[config.mk]
export PLATFORM = sky130hd
export DESIGN_NAME = delay_output_monitor
export DESIGN_NICKNAME = d
export VERILOG_FILES = /design/src/rtl/delay_mon_pkg.sv /design/src/rtl/sync_2ff.sv /design/src/rtl/delay_output_monitor.sv
export SDC_FILE = /design/constraint.sdc
export NUM_CORES = 1
export LEC_CHECK = 0
export CAP_MARGIN = 40
export CORE_MARGIN = 5
export CORE_UTILIZATION = 35
export CTS_CLUSTER_SIZE = 24
export DETAILED_ROUTE_END_ITERATION = 6
export PLACE_DENSITY_LB_ADDON = 0.05
export RECOVER_POWER = 100
export SLEW_MARGIN = 20
export SYNTH_ARGS = -nofsm -noshare
export SYNTH_HDL_FRONTEND = slang
export SYNTH_SLANG_ARGS = --single-unit
[constraint.sdc]
create_clock -name i_clk -period 1.87 [get_ports i_clk]
set_input_delay 0.187 -clock i_clk [delete_from_list [all_inputs] [get_ports i_clk]]
set_output_delay 0.187 -clock i_clk [all_outputs]
set_load 0.02 [all_outputs]
[src/rtl/delay_mon_pkg.sv]
// Shared types, default sizes and helpers for the delay-output monitor stages.
package delay_mon_pkg;

  localparam int unsigned DEF_FILTER_LEN = 3;
  localparam int unsigned DEF_CNT_W      = 8;
  localparam int unsigned DEF_WIDTH_W    = 8;

  typedef enum logic [1:0] {IDLE_LO, CAND_HI, IDLE_HI, CAND_LO} mon_state_t;

  // Increment that sticks at the all-ones value of a 'width'-bit field.
  function automatic logic [31:0] sat_inc(input logic [31:0] val, input int unsigned width);
    logic [31:0] max_val;
    max_val = (width >= 32) ? 32'hFFFF_FFFF : ((32'd1 << width) - 32'd1);
    return (val >= max_val) ? max_val : (val + 32'd1);
  endfunction

endpackage

[src/rtl/sync_2ff.sv]
// Two-flop synchroniser bringing an asynchronous level into the i_clk domain.
module sync_2ff (
  input  logic i_clk,
  input  logic i_rst_n,
  input  logic i_d,
  output logic o_q
);

  logic meta;

  always_ff @(posedge i_clk or negedge i_rst_n) begin
    if (!i_rst_n) begin
      meta <= 1'b0;
      o_q  <= 1'b0;
    end else begin
      meta <= i_d;
      o_q  <= meta;
    end
  end

endmodule

[src/rtl/delay_output_monitor.sv]
// Synchronises and deglitches the delay module output, then reports clean
// edges, edge/glitch counts and the width of the last accepted high pulse.
module delay_output_monitor
  import delay_mon_pkg::*;
#(
  parameter int unsigned FILTER_LEN = DEF_FILTER_LEN,
  parameter int unsigned CNT_W      = DEF_CNT_W,
  parameter int unsigned WIDTH_W    = DEF_WIDTH_W
) (
  input  logic               i_clk,
  input  logic               i_rst_n,
  input  logic               i_d,
  input  logic               i_clr,
  output logic               o_d_filt,
  output logic               o_rise,
  output logic               o_fall,
  output logic [CNT_W-1:0]   o_rise_cnt,
  output logic [CNT_W-1:0]   o_fall_cnt,
  output logic [CNT_W-1:0]   o_glitch_cnt,
  output logic [WIDTH_W-1:0] o_pulse_width,
  output logic               o_width_valid
);

  localparam int unsigned STB_W = $clog2(FILTER_LEN);

  logic               s;
  mon_state_t         state, next_state;
  logic [STB_W-1:0]   stb, next_stb;
  logic               rise_ev, fall_ev, glitch_ev;
  logic [WIDTH_W-1:0] width_acc;

  sync_2ff u_sync (
    .i_clk   (i_clk),
    .i_rst_n (i_rst_n),
    .i_d     (i_d),
    .o_q     (s)
  );

  always_ff @(posedge i_clk or negedge i_rst_n) begin
    if (!i_rst_n) begin
      state <= IDLE_LO;
      stb   <= '0;
    end else begin
      state <= next_state;
      stb   <= next_stb;
    end
  end

  // A candidate level must be seen FILTER_LEN times in a row to commit.
  always_comb begin
    next_state = state;
    next_stb   = stb;
    rise_ev    = 1'b0;
    fall_ev    = 1'b0;
    glitch_ev  = 1'b0;
    case (state)
      IDLE_LO: if (s) begin
        next_state = CAND_HI;
        next_stb   = STB_W'(1);
      end
      CAND_HI: begin
        if (!s) begin
          glitch_ev  = 1'b1;
          next_state = IDLE_LO;
          next_stb   = '0;
        end else if (stb == STB_W'(FILTER_LEN - 1)) begin
          rise_ev    = 1'b1;
          next_state = IDLE_HI;
          next_stb   = '0;
        end else begin
          next_stb = stb + STB_W'(1);
        end
      end
      IDLE_HI: if (!s) begin
        next_state = CAND_LO;
        next_stb   = STB_W'(1);
      end
      CAND_LO: begin
        if (s) begin
          glitch_ev  = 1'b1;
          next_state = IDLE_HI;
          next_stb   = '0;
        end else if (stb == STB_W'(FILTER_LEN - 1)) begin
          fall_ev    = 1'b1;
          next_state = IDLE_LO;
          next_stb   = '0;
        end else begin
          next_stb = stb + STB_W'(1);
        end
      end
      default: begin
        next_state = IDLE_LO;
        next_stb   = '0;
      end
    endcase
  end

  always_ff @(posedge i_clk or negedge i_rst_n) begin
    if (!i_rst_n) begin
      o_d_filt      <= 1'b0;
      o_rise        <= 1'b0;
      o_fall        <= 1'b0;
      o_width_valid <= 1'b0;
    end else begin
      o_d_filt      <= (next_state == IDLE_HI) || (next_state == CAND_LO);
      o_rise        <= rise_ev;
      o_fall        <= fall_ev;
      o_width_valid <= fall_ev;
    end
  end

  // Clear takes priority over any event landing on the same edge.
  always_ff @(posedge i_clk or negedge i_rst_n) begin
    if (!i_rst_n) begin
      o_rise_cnt   <= '0;
      o_fall_cnt   <= '0;
      o_glitch_cnt <= '0;
    end else if (i_clr) begin
      o_rise_cnt   <= '0;
      o_fall_cnt   <= '0;
      o_glitch_cnt <= '0;
    end else begin
      if (rise_ev)   o_rise_cnt   <= CNT_W'(sat_inc(32'(o_rise_cnt), CNT_W));
      if (fall_ev)   o_fall_cnt   <= CNT_W'(sat_inc(32'(o_fall_cnt), CNT_W));
      if (glitch_ev) o_glitch_cnt <= CNT_W'(sat_inc(32'(o_glitch_cnt), CNT_W));
    end
  end

  // The reported width includes the fall-commit edge itself.
  always_ff @(posedge i_clk or negedge i_rst_n) begin
    if (!i_rst_n) begin
      width_acc     <= '0;
      o_pulse_width <= '0;
    end else if (i_clr) begin
      width_acc     <= '0;
      o_pulse_width <= '0;
    end else begin
      if (rise_ev) begin
        width_acc <= '0;
      end else if ((state == IDLE_HI) || (state == CAND_LO)) begin
        width_acc <= WIDTH_W'(sat_inc(32'(width_acc), WIDTH_W));
      end
      if (fall_ev) begin
        o_pulse_width <= WIDTH_W'(sat_inc(32'(width_acc), WIDTH_W));
      end
    end
  end

endmodule
==> impl_metrics.py <==
metrics = {
    "detailed_routing": {
        "drc": 0,
        "viasPerCell": 5.010,
        "drt_wl_total_um": 5582,
        "avgRoutedWirePerCell_um": 13.89,
        "ant_nets": 0,
        "vias": 2014,
        "drt_pre_antenna_iters": 4,
        "drt_iter0_drc": 109,
    },
    "sta": {
        "post-route-period-util_pct": 90.41,
        "setup_viol": 0,
        "worst_clock_skew_ns": 0.006252,
        "hold_violations": 0,
        "whs_ns": 0.1975,
        "worst_slack_ns": 0.1794,
        "slew_headroom_pct": 21.51,
        "maxSlewViolCount": 0,
        "tightest_slew_ns": 1.177,
        "max_freq_mhz": 591.5,
        "fin_tns_setup_ns": 0,
        "rsz0062_at_grt": "no",
        "period_minus_slack_ns": 1.691,
    },
    "synth": {
        "synth_area_um2": 2475,
        "yosys_warnings": 0,
        "synth-compound-area-share_pct": 13.75,
        "synth-simple-area-share_pct": 25.53,
        "yosysUniqueCellTypes": 48,
        "avgSynthCellArea_um2": 9.482,
        "ys_seq_elements": 48,
        "synth_top_family_by_area": "simple AND/OR/NAND/NOR gates",
        "synth_mux_area_share_pct": 3.691,
        "syn-num-nets": 269,
        "yosys.area.top_type_share_pct": 48.53,
        "syn_inst": 261,
        "synth-main-ff-cell": "dfrtp_1",
        "ys_async_sr_fraction_pct": 100.0,
        "synth_edf_count": 0,
        "synth_area_leaders": "dfrtp_1, nor2_1, nand2_1",
        "synth_xor_area_share_pct": 2.123,
        "ys_seq_area_share_pct": 48.53,
        "yosysTopAreaCell": "dfrtp_1",
        "yosys.area_share.adder_pct": 2.022,
    },
    "global_routing": {
        "grt_util_all_layers_pct": 13.36,
        "grt_pass1_vias": 1916,
        "grt_overflow": 0,
        "antenna_found_initial": 0,
        "grt_pass1_wl_um": 9328,
        "met3_usage_pct": 3.606,
        "globalRouteMet2Util_pct": 19.28,
        "use_met1_pct": 18.87,
        "grt_start_max_net_pins": 49,
        "top_usage_layer": "met2",
    },
    "clocking": {
        "cts_sinks": 48,
        "hold_buffers": 0,
        "cts_setup_buffers": 0,
        "clk_latency_ns": 0.30,
        "tritoncts": "yes",
        "clk_pin_slew_ns": 0.09,
        "clk_path_buf_depth": 2,
        "numCtsBuffers": 5,
        "cts-root-buf": "clkbuf_8",
        "h-tree-depth": 2,
        "cts-resized-gates": 0,
    },
    "power_and_ir_drop": {
        "power_density_nw_per_um2": 837.5,
        "irDropWorstVdd_v": 0.0003908,
        "p_leak_nw": 1.357,
    },
    "floorplan": {
        "die_h_um": 94.09,
        "chipWidth_um": 94.09,
        "coreArea_um2": 6832,
        "rows": 30,
        "ios": 40,
        "dieArea_um2": 8853,
        "initial_core_util_pct": 36.23,
    },
    "cells_and_area": {
        "layout_commonest_cell": "dfrtp_1",
        "final_area_um2": 3074,
        "fin_nets": 313,
        "diodes": 0,
        "final_util_pct": 45.00,
        "area_growth_pct": 24.22,
        "drive_gt1_share_pct": 9.150,
        "most-common-layout-cells": "dfrtp_1, dlygate4sd3_1, nor2_1, nand2_1, nor3_1",
    },
    "setup_path": {
        "path_cells": "dlygate4sd3_1",
        "cp.required_ns": 1.68,
        "cp-start-kind": "register",
        "cp-end-kind": "output port",
        "path_delay_family": "buffers and inverters",
        "cpPeakStageDelay_ns": 0.73,
        "cp_max_fo": 7,
        "critical_path_buf_inv_count": 1,
        "slowest_stage": "dlygate4sd3_1",
        "cp.arrival_ns": 1.50,
        "path_class": "register to output port",
    },
    "job": {
        "maxCapViolations": 0,
    },
    "hold_path": {
        "hp-class": "input port to asynchronous set/reset pin",
    },
    "outcome": {
        "run_status": "finished, final reports clean",
    },
    "place": {
        "place_congestion": 0.7837,
        "dp_hpwl_um": 4019,
        "place_ws_ns": 0.1511,
        "io_buffers": 39,
        "place_area_um2": 2985,
    },
}
## stage by stage
| stage | total power, mW | cells |
|---|---|---|
| after floorplan | 1.666 | 261 |
| after global placement | 1.884 | 394 |
| after detailed placement | 1.889 | 394 |
| after CTS | 2.655 | 402 |
| after global routing | 2.733 | 402 |
| final | 2.575 | 402 |
## layout make-up
class	count	area [um2]
Clock buffer	5	68.82
Clock inverter	3	42.54
Fill cell	701	3757
Inverter	8	30.03
Multi-Input combinational cell	192	1149
Sequential cell	48	1201
Tap cell	96	120.1
Timing Repair Buffer	50	462.9
## layer usage
layer	vias up	routed length (um)
met3	9	277
met2	40	2407
met1	933	2809
met5	-	0
met4	0	88
li1	1032	-
## power breakdown
| group | internal, mW | switching, mW |
|---|---|---|
| Sequential | 1.13 | 0.123 |
| Clock | 0.396 | 0.356 |
| Combinational | 0.230 | 0.342 |
| Total | 1.75 | 0.821 |
## state kept, by name, indices dropped and copies added (netlist names)
signal	flops
o_d_filt	1
o_fall_cnt	8
o_glitch_cnt	8
o_pulse_width	8
o_rise	1
o_rise_cnt	8
o_width_valid	1
state	1
stb	2
u_sync.meta	1
u_sync.o_q	1
width_acc	8
## kinds of logic (layout without fill, tap and decap cells)
| family | Yosys count | in the layout |
|---|---|---|
| mux | 9 | 9 |
| xor+xnor | 6 | 6 |
| buf+inv | 21 | 66 |
| flops | 48 | 48 |
| compound gates | 48 | 48 |
| fa+ha+maj | 4 | 4 |
| simple gates | 125 | 125 |
## Yosys cell counts, types with 3 or more instances
cell / number
inv_1: 5
nor4_1: 5
mux2i_1: 8
nand2_1: 26
nand2b_1: 5
nand4_1: 8
buf_4: 4
a211oi_1: 11
buf_2: 5
and3_1: 3
a21oi_1: 9
dfrtp_1: 48
xnor2_1: 4
a311oi_1: 4
nor3_1: 15
clkbuf_1: 3
o21ai_0: 8
nor2_1: 32
nand3_1: 13
ha_1: 4
## final timing paths
path,start,to,slack [ns],cells after the start
worst max-delay path,o_d_filt$_DFF_PN0_,o_d_filt,0.18,1
worst min-delay path,i_rst_n,o_fall_cnt[5]$_DFFE_PN0P_,0.20,2
worst max register to register,o_fall_cnt[1]$_DFFE_PN0P_,o_fall_cnt[3]$_DFFE_PN0P_,0.18,6
worst min register to register,u_sync.meta$_DFF_PN0_,u_sync.o_q$_DFF_PN0_,0.35,0
max in group asynchronous,i_rst_n,o_rise_cnt[3]$_DFFE_PN0P_,0.97,2
min in group i_clk,u_sync.meta$_DFF_PN0_,u_sync.o_q$_DFF_PN0_,0.35,0
No activity file was read; power rests on OpenSTA's default activity.
